<file path="src/rtl/alu_share_arbiter.sv">
// Round-robin arbiter sharing one registered 32-bit ALU between two requesters.
// Optional statistics counters are enabled by defining ALU_ARB_STATS_EN.
module alu_share_arbiter #(
    parameter int EXEC_CYCLES = 1,
    parameter int CNT_W       = 16
) (
    input  logic             clk,
    input  logic             rst,
    input  logic [1:0]       req_valid,
    output logic [1:0]       req_ready,
    input  logic [31:0]      req_a0,
    input  logic [31:0]      req_a1,
    input  logic [31:0]      req_b0,
    input  logic [31:0]      req_b1,
    input  logic [2:0]       req_op0,
    input  logic [2:0]       req_op1,
    output logic [1:0]       rsp_valid,
    input  logic [1:0]       rsp_ready,
    output logic [31:0]      rsp_f,
    output logic             rsp_zf,
    output logic             rsp_of,
    output logic [31:0]      alu_a,
    output logic [31:0]      alu_b,
    output logic [2:0]       alu_op,
    input  logic [31:0]      alu_f,
    input  logic             alu_zf,
    input  logic             alu_of
`ifdef ALU_ARB_STATS_EN
    ,
    output logic [CNT_W-1:0] gnt_cnt0,
    output logic [CNT_W-1:0] gnt_cnt1,
    output logic [CNT_W-1:0] of_cnt
`endif
);

    localparam int CW = (EXEC_CYCLES > 1) ? $clog2(EXEC_CYCLES) : 1;
    localparam logic [CW-1:0] CNT_LAST = CW'(EXEC_CYCLES - 1);

    if (EXEC_CYCLES < 1 || CNT_W < 1) begin : g_param_check
        $error("alu_share_arbiter: EXEC_CYCLES and CNT_W must be >= 1");
    end

    typedef enum logic [1:0] {IDLE, EXEC, RESP} state_t;

    state_t        state_q, state_d;
    logic          gnt_q, gnt_d;
    logic          last_gnt_q, last_gnt_d;
    logic [CW-1:0] cnt_q, cnt_d;
    logic [31:0]   alu_a_q, alu_a_d;
    logic [31:0]   alu_b_q, alu_b_d;
    logic [2:0]    alu_op_q, alu_op_d;
    logic [31:0]   rsp_f_q, rsp_f_d;
    logic          rsp_zf_q, rsp_zf_d;
    logic          rsp_of_q, rsp_of_d;
    logic          sel;

`ifdef ALU_ARB_STATS_EN
    logic [CNT_W-1:0] gnt_cnt0_q, gnt_cnt0_d;
    logic [CNT_W-1:0] gnt_cnt1_q, gnt_cnt1_d;
    logic [CNT_W-1:0] of_cnt_q, of_cnt_d;

    function automatic logic [CNT_W-1:0] sat_inc(input logic [CNT_W-1:0] v);
        return (&v) ? v : v + 1'b1;
    endfunction
`endif

    // A tie goes to whoever did not win last; a lone requester always wins.
    always_comb begin
        if (req_valid == 2'b11) begin
            sel = ~last_gnt_q;
        end else begin
            sel = req_valid[1];
        end
    end

    always_comb begin
        state_d    = state_q;
        gnt_d      = gnt_q;
        last_gnt_d = last_gnt_q;
        cnt_d      = cnt_q;
        alu_a_d    = alu_a_q;
        alu_b_d    = alu_b_q;
        alu_op_d   = alu_op_q;
        rsp_f_d    = rsp_f_q;
        rsp_zf_d   = rsp_zf_q;
        rsp_of_d   = rsp_of_q;
        req_ready  = 2'b00;
        rsp_valid  = 2'b00;
`ifdef ALU_ARB_STATS_EN
        gnt_cnt0_d = gnt_cnt0_q;
        gnt_cnt1_d = gnt_cnt1_q;
        of_cnt_d   = of_cnt_q;
`endif
        unique case (state_q)
            IDLE: begin
                // Ready is masked during reset so nothing can transfer.
                if ((|req_valid) && !rst) begin
                    req_ready[sel] = 1'b1;
                    alu_a_d  = sel ? req_a1  : req_a0;
                    alu_b_d  = sel ? req_b1  : req_b0;
                    alu_op_d = sel ? req_op1 : req_op0;
                    gnt_d    = sel;
                    cnt_d    = '0;
                    state_d  = EXEC;
`ifdef ALU_ARB_STATS_EN
                    if (sel) gnt_cnt1_d = sat_inc(gnt_cnt1_q);
                    else     gnt_cnt0_d = sat_inc(gnt_cnt0_q);
`endif
                end
            end
            EXEC: begin
                cnt_d = cnt_q + 1'b1;
                if (cnt_q == CNT_LAST) begin
                    rsp_f_d  = alu_f;
                    rsp_zf_d = alu_zf;
                    rsp_of_d = alu_of;
                    state_d  = RESP;
`ifdef ALU_ARB_STATS_EN
                    if (alu_of) of_cnt_d = sat_inc(of_cnt_q);
`endif
                end
            end
            RESP: begin
                rsp_valid[gnt_q] = 1'b1;
                if (rsp_ready[gnt_q]) begin
                    last_gnt_d = gnt_q;
                    state_d    = IDLE;
                end
            end
            default: state_d = IDLE;
        endcase
    end

    always_ff @(posedge clk) begin
        if (rst) begin
            state_q    <= IDLE;
            gnt_q      <= 1'b0;
            last_gnt_q <= 1'b1;
            cnt_q      <= '0;
            alu_a_q    <= '0;
            alu_b_q    <= '0;
            alu_op_q   <= '0;
            rsp_f_q    <= '0;
            rsp_zf_q   <= 1'b0;
            rsp_of_q   <= 1'b0;
`ifdef ALU_ARB_STATS_EN
            gnt_cnt0_q <= '0;
            gnt_cnt1_q <= '0;
            of_cnt_q   <= '0;
`endif
        end else begin
            state_q    <= state_d;
            gnt_q      <= gnt_d;
            last_gnt_q <= last_gnt_d;
            cnt_q      <= cnt_d;
            alu_a_q    <= alu_a_d;
            alu_b_q    <= alu_b_d;
            alu_op_q   <= alu_op_d;
            rsp_f_q    <= rsp_f_d;
            rsp_zf_q   <= rsp_zf_d;
            rsp_of_q   <= rsp_of_d;
`ifdef ALU_ARB_STATS_EN
            gnt_cnt0_q <= gnt_cnt0_d;
            gnt_cnt1_q <= gnt_cnt1_d;
            of_cnt_q   <= of_cnt_d;
`endif
        end
    end

    assign alu_a  = alu_a_q;
    assign alu_b  = alu_b_q;
    assign alu_op = alu_op_q;
    assign rsp_f  = rsp_f_q;
    assign rsp_zf = rsp_zf_q;
    assign rsp_of = rsp_of_q;
`ifdef ALU_ARB_STATS_EN
    assign gnt_cnt0 = gnt_cnt0_q;
    assign gnt_cnt1 = gnt_cnt1_q;
    assign of_cnt   = of_cnt_q;
`endif

endmodule
</file>
<file path="config.mk">
export PLATFORM = sky130hd
export DESIGN_NAME = alu_share_arbiter
export DESIGN_NICKNAME = d
export VERILOG_FILES = /design/src/rtl/alu_share_arbiter.sv
export SDC_FILE = /design/constraint.sdc
export NUM_CORES = 1
export LEC_CHECK = 0
export ABC_CLOCK_PERIOD_IN_PS = 3650
export CAP_MARGIN = 30
export CORE_MARGIN = 2
export CORE_UTILIZATION = 40
export CTS_CLUSTER_SIZE = 16
export DETAILED_ROUTE_END_ITERATION = 8
export HOLD_SLACK_MARGIN = 0.12
export PLACE_DENSITY = 0.9
export SLEW_MARGIN = 20
export SYNTH_ARGS = -nofsm -noshare
export SYNTH_HDL_FRONTEND = slang
export SYNTH_SLANG_ARGS = --single-unit
</file>
<file path="constraint.sdc">
create_clock -name clk -period 3.65 [get_ports clk]
set_input_delay 1.095 -clock clk [delete_from_list [all_inputs] [get_ports clk]]
set_output_delay 1.095 -clock clk [all_outputs]
set_load 0.01 [all_outputs]
</file>
==> flow_metrics.py, run 1 <==
metrics = {
    "run_status": {
        "run_status": "completed",
    },
    "global_routing": {
        "grt_pass1_vias": 4855,
        "grt_overflow": 0,
        "antenna_found_initial": 2,
        "grt_max_degree": 107,
        "grt_pass1_wl_mm": 23.96,
        "grt_usage_pct": 25.33,
    },
    "timing": {
        "finalHoldViolations": 0,
        "setup_ws_ns": 0.1170,
        "worstMarginPinSlew_ns": 0.7515,
        "period_minus_slack_ns": 3.533,
        "period_share_pct": 96.80,
        "relSlewSlack_pct": 49.84,
        "rsz0062_at_grt": "false",
        "maxSlewViolCount": 0,
        "setup_viol": 0,
        "skew_ns": 0.01729,
        "fmax_ghz": 0.2830,
    },
    "die": {
        "rows": 38,
        "chipWidth_um": 110.1,
        "die_area_um2": 12120,
        "ioPinCount": 279,
        "die_y_um": 110.1,
        "core-area_um2": 10890,
        "start_util_pct": 41.35,
    },
    "logic_synthesis": {
        "synth-edff-count": 0,
        "ys.flop_type": "dfxtp_1",
        "yosys_warnings": 0,
        "ys_types": 30,
        "seq_area_frac_synth_pct": 47.14,
        "synth.area.top_cells": "dfxtp_1, nand2_1, a21oi_1",
        "async_reset_ff_share_pct": 0,
        "synthesis.nets": 710,
        "yosysMostFrequentCell": "nand2_1",
        "netlist_top_cells_count": "nand2_1, dfxtp_1, a21oi_1",
        "synth_area_um2": 4502,
        "synth_top_area_share_pct": 47.14,
        "yosys_register_bits": 106,
        "synthCells": 536,
        "avgSynthCellArea_um2": 8.399,
        "yosysTopAreaCell": "dfxtp_1",
    },
    "routing": {
        "drc": 0,
        "via_per_inst": 5.353,
        "route.detailed.wl_per_inst_um": 17.38,
        "dr_wl_met2_mm": 7.966,
        "dr.pass1.iters": 5,
        "num_vias": 4994,
        "initialDrtViolationCount": 384,
        "top_layer": "met5",
        "met3_length_mm": 1.623,
        "wl_met1_mm": 6.068,
        "ant_nets": 0,
        "routed_wl_mm": 16.22,
    },
    "setup_path": {
        "cp_data_arrival_time_ns": 2.44,
        "ff2ff_path_depth": 5,
        "startpoint_type": "input pin",
        "timing.rr.end": "alu_a[31]",
        "crit_slowest_cell": "clkdlybuf4s50_1",
        "reg2reg_slack_ns": 1.42,
        "cp_slowest_stage_delay_ns": 0.48,
        "endpoint_kind": "output port",
        "reg2reg_from": "state_q[1]",
        "cp_max_fo": 4,
        "required_ns": 2.55,
        "timing_worst_setup_path_type": "in -> out",
        "crit_chain": "clkdlybuf4s50_1, or2_2, nand3_1, inv_1, dlygate4sd2_1",
    },
    "place": {
        "numPortBuffers": 278,
        "place_area_um2": 7368,
        "place_ws_ns": -0.05777,
        "dpl.hpwl_mm": 11.87,
        "gp_congestion": 0.8620,
    },
    "clock_tree": {
        "clkTransAtPathRegs_ns": 0.10,
        "clock_latency_ns": 0.35,
        "cts_buffers": 9,
        "clockBufferDepth": 2,
        "clock_sinks": 106,
        "post_cts_buffers": 0,
        "cts_tree": "done",
        "cts-root-buf": "clkbuf_8",
        "h-tree-depth": 3,
    },
    "layout": {
        "final_nets": 961,
        "drive_gt1_share_pct": 4.545,
        "fin_area_um2": 7575,
        "syn_to_final_growth_pct": 68.26,
    },
    "min_path": {
        "min_path_type": "reg -> reg",
        "hold_end": "rsp_f[10]",
        "holdPathStages": 2,
        "min_from": "rsp_f[10]",
    },
    "job": {
        "max_cap_viol_count": 0,
    },
    "power_and_ir_drop": {
        "pwr_density_cell_nw_per_um2": 394.2,
        "peakVddDrop_v": 0.0002964,
        "finalPower_uw": 2986,
        "p_leak_uw": 0.002844,
    },
}
-- sequential cells by signal, indices dropped and copies added (netlist names) --
signal	cells
alu_a	32
alu_b	32
alu_op	3
cnt_q	1
gnt_q	1
last_gnt_q	1
rsp_f	32
rsp_of	1
rsp_zf	1
state_q	2
-- cells by family (layout without fill, tap and decap cells) --
group,Yosys count,count (layout),share of synthesized area (%)
AO/OA/AOI/OAI,135,135,19.34
multiplexers,40,40,8.894
other,0,1,0
flip-flops,106,106,47.14
AND/OR/NAND/NOR,197,197,18.93
buffers and inverters,58,314,5.697
-- placed cells by master, fill, tap and decap left out, types with 2 or more instances in the layout --
master	n
clkdlybuf4s50_1	275
nand2_1	157
dfxtp_1	106
a21oi_1	81
a311oi_1	44
mux2i_1	40
nand2b_1	19
clkbuf_8	10
buf_4	10
nand4_1	8
inv_1	7
o311ai_0	4
buf_12	3
nor2_1	2
and2_1	2
inv_6	2
dlygate4sd2_1	2
-- area by class of cell --
type,count,area (µm²)
diodes,1,2.502
clock buffers,11,141.4
clock inverters,5,45.04
fillers,840,3313
inverters,7,26.28
multi-input cells,372,2142
flip-flops and latches,106,2122
well taps,140,175.2
repair buffers,291,2920
-- repair_timing --
action	CTS	global route
setup endpoints to repair	2	0
hold buffers	0	0
gates resized for setup	2	0
-- per-layer routing --
layer / GRT usage (%) / vias to the layer above
met5: 0 / -
li1: - / 2368
met1: 26.51 / 2316
met4: 10.58 / 2
met2: 45.35 / 266
met3: 9.465 / 42
-- power by group --
part           total, µW  internal [µW]  switching [µW]
Combinational        935            521             414
Clock                690            279             411
Sequential          1360           1280            78.5
Total               2990           2080             903
-- worst max-delay path, delay by kind of cell --
kind,cells,cell delay [ns]
simple gates,2,0.50
buf+inv,3,0.83
-- worst max-delay path by stage --
stage                  from           end  cells past startpoint
2_1_floorplan           rst  req_ready[0]                      5
3_3_place_gp   req_valid[0]  req_ready[1]                      5
3_5_place_dp   req_valid[0]  req_ready[1]                      5
4_1_cts        req_valid[0]  req_ready[1]                      5
5_1_grt        req_valid[0]  req_ready[1]                      5
6_report       req_valid[0]  req_ready[1]                      5
-- through the flow --
| step | TNS (ns) | cells | hold slack, ns | util [%] |
|---|---|---|---|---|
| floorplan | 0 | 536 | 0.4805 | - |
| global placement | -0.03950 | 914 | 0.4408 | 67.54 |
| detailed placement | -0.07026 | 915 | 0.4455 | 67.67 |
| CTS | 0 | 931 | 0.4598 | 69.36 |
| global route | 0 | 932 | 0.4834 | 69.55 |
| finish | 0 | 933 | 0.4568 | 69.57 |
Power figures use the tool's default switching activity.
==> inputs of run 2 (changes only) <==
--- a/config.mk
+++ b/config.mk
@@ -7,8 +7,10 @@
 export LEC_CHECK = 0
 export ABC_CLOCK_PERIOD_IN_PS = 3650
 export CAP_MARGIN = 30
+export CELL_PAD_IN_SITES_DETAIL_PLACEMENT = 1
+export CELL_PAD_IN_SITES_GLOBAL_PLACEMENT = 2
 export CORE_MARGIN = 2
-export CORE_UTILIZATION = 40
+export CORE_UTILIZATION = 21
 export CTS_CLUSTER_SIZE = 16
 export DETAILED_ROUTE_END_ITERATION = 8
 export HOLD_SLACK_MARGIN = 0.12
==> run 2 against run 1 <==
Global-route usage is 10 points lower. Clock skew fell by 0.0099 ns. Register-to-register slack better by 0.09 ns. Highest routed layer unchanged. Critical path depth unchanged. Maximum frequency grew 2.5%. Power up 10%.
==> flow_metrics.py, run 2 (same netlist as run 1, synthesis figures left out) <==
metrics = {
    "timing": {
        "rsz0062_at_grt": "false",
        "setup_viol": 0,
        "maxSlewViolCount": 0,
        "skew_ns": 0.007435,
        "period_minus_slack_ns": 3.447,
        "period_share_pct": 94.43,
        "hold_ws_ns": 0.4550,
        "worstMarginPinSlew_ns": 0.8016,
        "fmax_ghz": 0.2901,
        "relSlewSlack_pct": 46.50,
        "finalHoldViolations": 0,
    },
    "die": {
        "ioPinCount": 279,
        "die_y_um": 150.4,
        "chipWidth_um": 150.4,
        "core-area_um2": 21020,
        "rows": 53,
        "start_util_pct": 21.42,
        "die_area_um2": 22620,
    },
    "setup_path": {
        "ff2ff_path_depth": 5,
        "reg2reg_from": "state_q[1]",
        "cp_slowest_stage_delay_ns": 0.44,
        "cp_data_arrival_time_ns": 2.35,
        "crit_family": "buffers and inverters",
        "required_ns": 2.55,
        "cp_max_fo": 4,
        "reg2reg_slack_ns": 1.51,
        "endpoint_kind": "output port",
        "timing.rr.end": "alu_b[4]",
        "crit_slowest_cell": "clkdlybuf4s50_1",
        "timing_worst_setup_path_type": "in -> out",
        "startpoint_type": "input pin",
        "crit_chain": "clkdlybuf4s50_1, or2_2, nand3_2, inv_1, dlygate4sd2_1",
        "critPathBufInv": 3,
    },
    "clock_tree": {
        "clock_latency_ns": 0.35,
        "hold_buffers": 0,
        "clock_sinks": 106,
        "h-tree-depth": 3,
        "clkTransAtPathRegs_ns": 0.07,
        "cts-root-buf": "clkbuf_16",
        "post_cts_buffers": 0,
        "cts_tree": "done",
        "cts_buffers": 9,
        "clockBufferDepth": 2,
    },
    "power_and_ir_drop": {
        "clockPowerShare_pct": 30.3,
        "p_int_uw": 2337,
        "swShare_pct": 28.86,
        "peakVddDrop_v": 0.0001919,
        "power_switching_uw": 947.8,
        "p_leak_uw": 0.002898,
        "combPwrFrac_pct": 28.4,
        "p_seq_share_pct": 41.3,
        "pwr_density_cell_nw_per_um2": 418.5,
    },
    "layout": {
        "final_nets": 962,
        "mostFrequentLayoutCells": "clkdlybuf4s50_1, nand2_1, dfxtp_1",
        "fin_cells": 1069,
        "syn_to_final_growth_pct": 74.35,
        "final_common_cell": "clkdlybuf4s50_1",
        "drive_gt1_share_pct": 4.792,
    },
    "routing": {
        "routed_wl_mm": 17.85,
        "initialDrtViolationCount": 94,
        "dr.pass1.iters": 4,
        "ant_nets": 0,
        "num_vias": 4836,
        "route.detailed.wl_per_inst_um": 16.69,
        "drc": 0,
        "via_per_inst": 4.524,
    },
    "min_path": {
        "min_path_type": "reg -> reg",
        "min_from": "rsp_f[25]",
        "hold_end": "rsp_f[25]",
        "holdPathStages": 2,
    },
    "global_routing": {
        "grt_overflow": 0,
        "grt_usage_pct": 15.01,
        "grt_max_degree": 59,
        "antenna_found_initial": 3,
        "grt_pass1_vias": 4926,
        "grt_pass1_wl_mm": 26.59,
    },
    "run_status": {
        "run_status": "completed",
    },
    "place": {
        "place_inst": 1052,
        "dpl.hpwl_mm": 12.75,
        "numPortBuffers": 278,
        "gp_congestion": 0.7225,
    },
    "job": {
        "max_cap_viol_count": 0,
    },
}
## run 2: worst max path at each step
stage,start,endpoint,slack [ns],depth (start not counted)
after global placement,req_valid[0],req_ready[1],-0.09,5
after global routing,req_valid[1],req_ready[1],0.14,5
after detailed placement,req_valid[0],req_ready[1],-0.11,5
after CTS,req_valid[1],req_ready[1],0.21,5
after floorplan,rst,req_ready[0],0.52,5
final,req_valid[1],req_ready[1],0.20,5
## run 2: metal layers
layer  vias to the layer above  share of wire, %  GRT usage (%)
li1                       2368                 -              -
met5                         -              0.14              0
met2                       178                47          25.36
met3                        20               9.2          5.545
met4                         4               1.8          4.434
met1                      2266                42          17.76
## run 2: power groups by stage
stage / Sequential (µW) / Combinational, µW / Clock (µW)
floorplan: 1430 / 349 / 0
global placement: 1380 / 940 / 0
detailed placement: 1380 / 950 / 0
CTS: 1360 / 954 / 1050
global route: 1370 / 1020 / 1080
finish: 1360 / 933 / 996
## run 2: area by class of cell
type                    instances  area [µm²]
clock inverters                 6       65.06
well taps                     275       344.1
clock buffers                  10       229.0
diodes                          1       2.502
repair buffers                292        2907
fillers                      2425       13170
multi-input cells             372        2153
flip-flops and latches        106        2122
inverters                       7       26.28
## run 2: stage by stage
step,instance area [µm²],total power (µW),worst slack [ns],TNS (ns),utilization [%]
after floorplan,4502,1777,0.5237,0,-
after global placement,7551,2317,-0.09446,-0.1348,35.92
after detailed placement,7551,2333,-0.1124,-0.1527,35.92
after CTS,7846,3364,0.2052,0,37.33
after global routing,7846,3472,0.1415,0,37.33
final,7849,3285,0.2035,0,37.34
## run 2: worst reg2reg max path, cell delays in order, from the launching register on
cell      delay [ns]
dfxtp_1         0.40
nor3_4          0.31
buf_4           0.53
and2_2          0.30
buf_4           0.30
a311oi_1        0.16
## run 2: what timing repair did
action,in CTS,in global routing
resized for setup,4,0
hold endpoints to repair,0,0
setup endpoints to repair,2,0
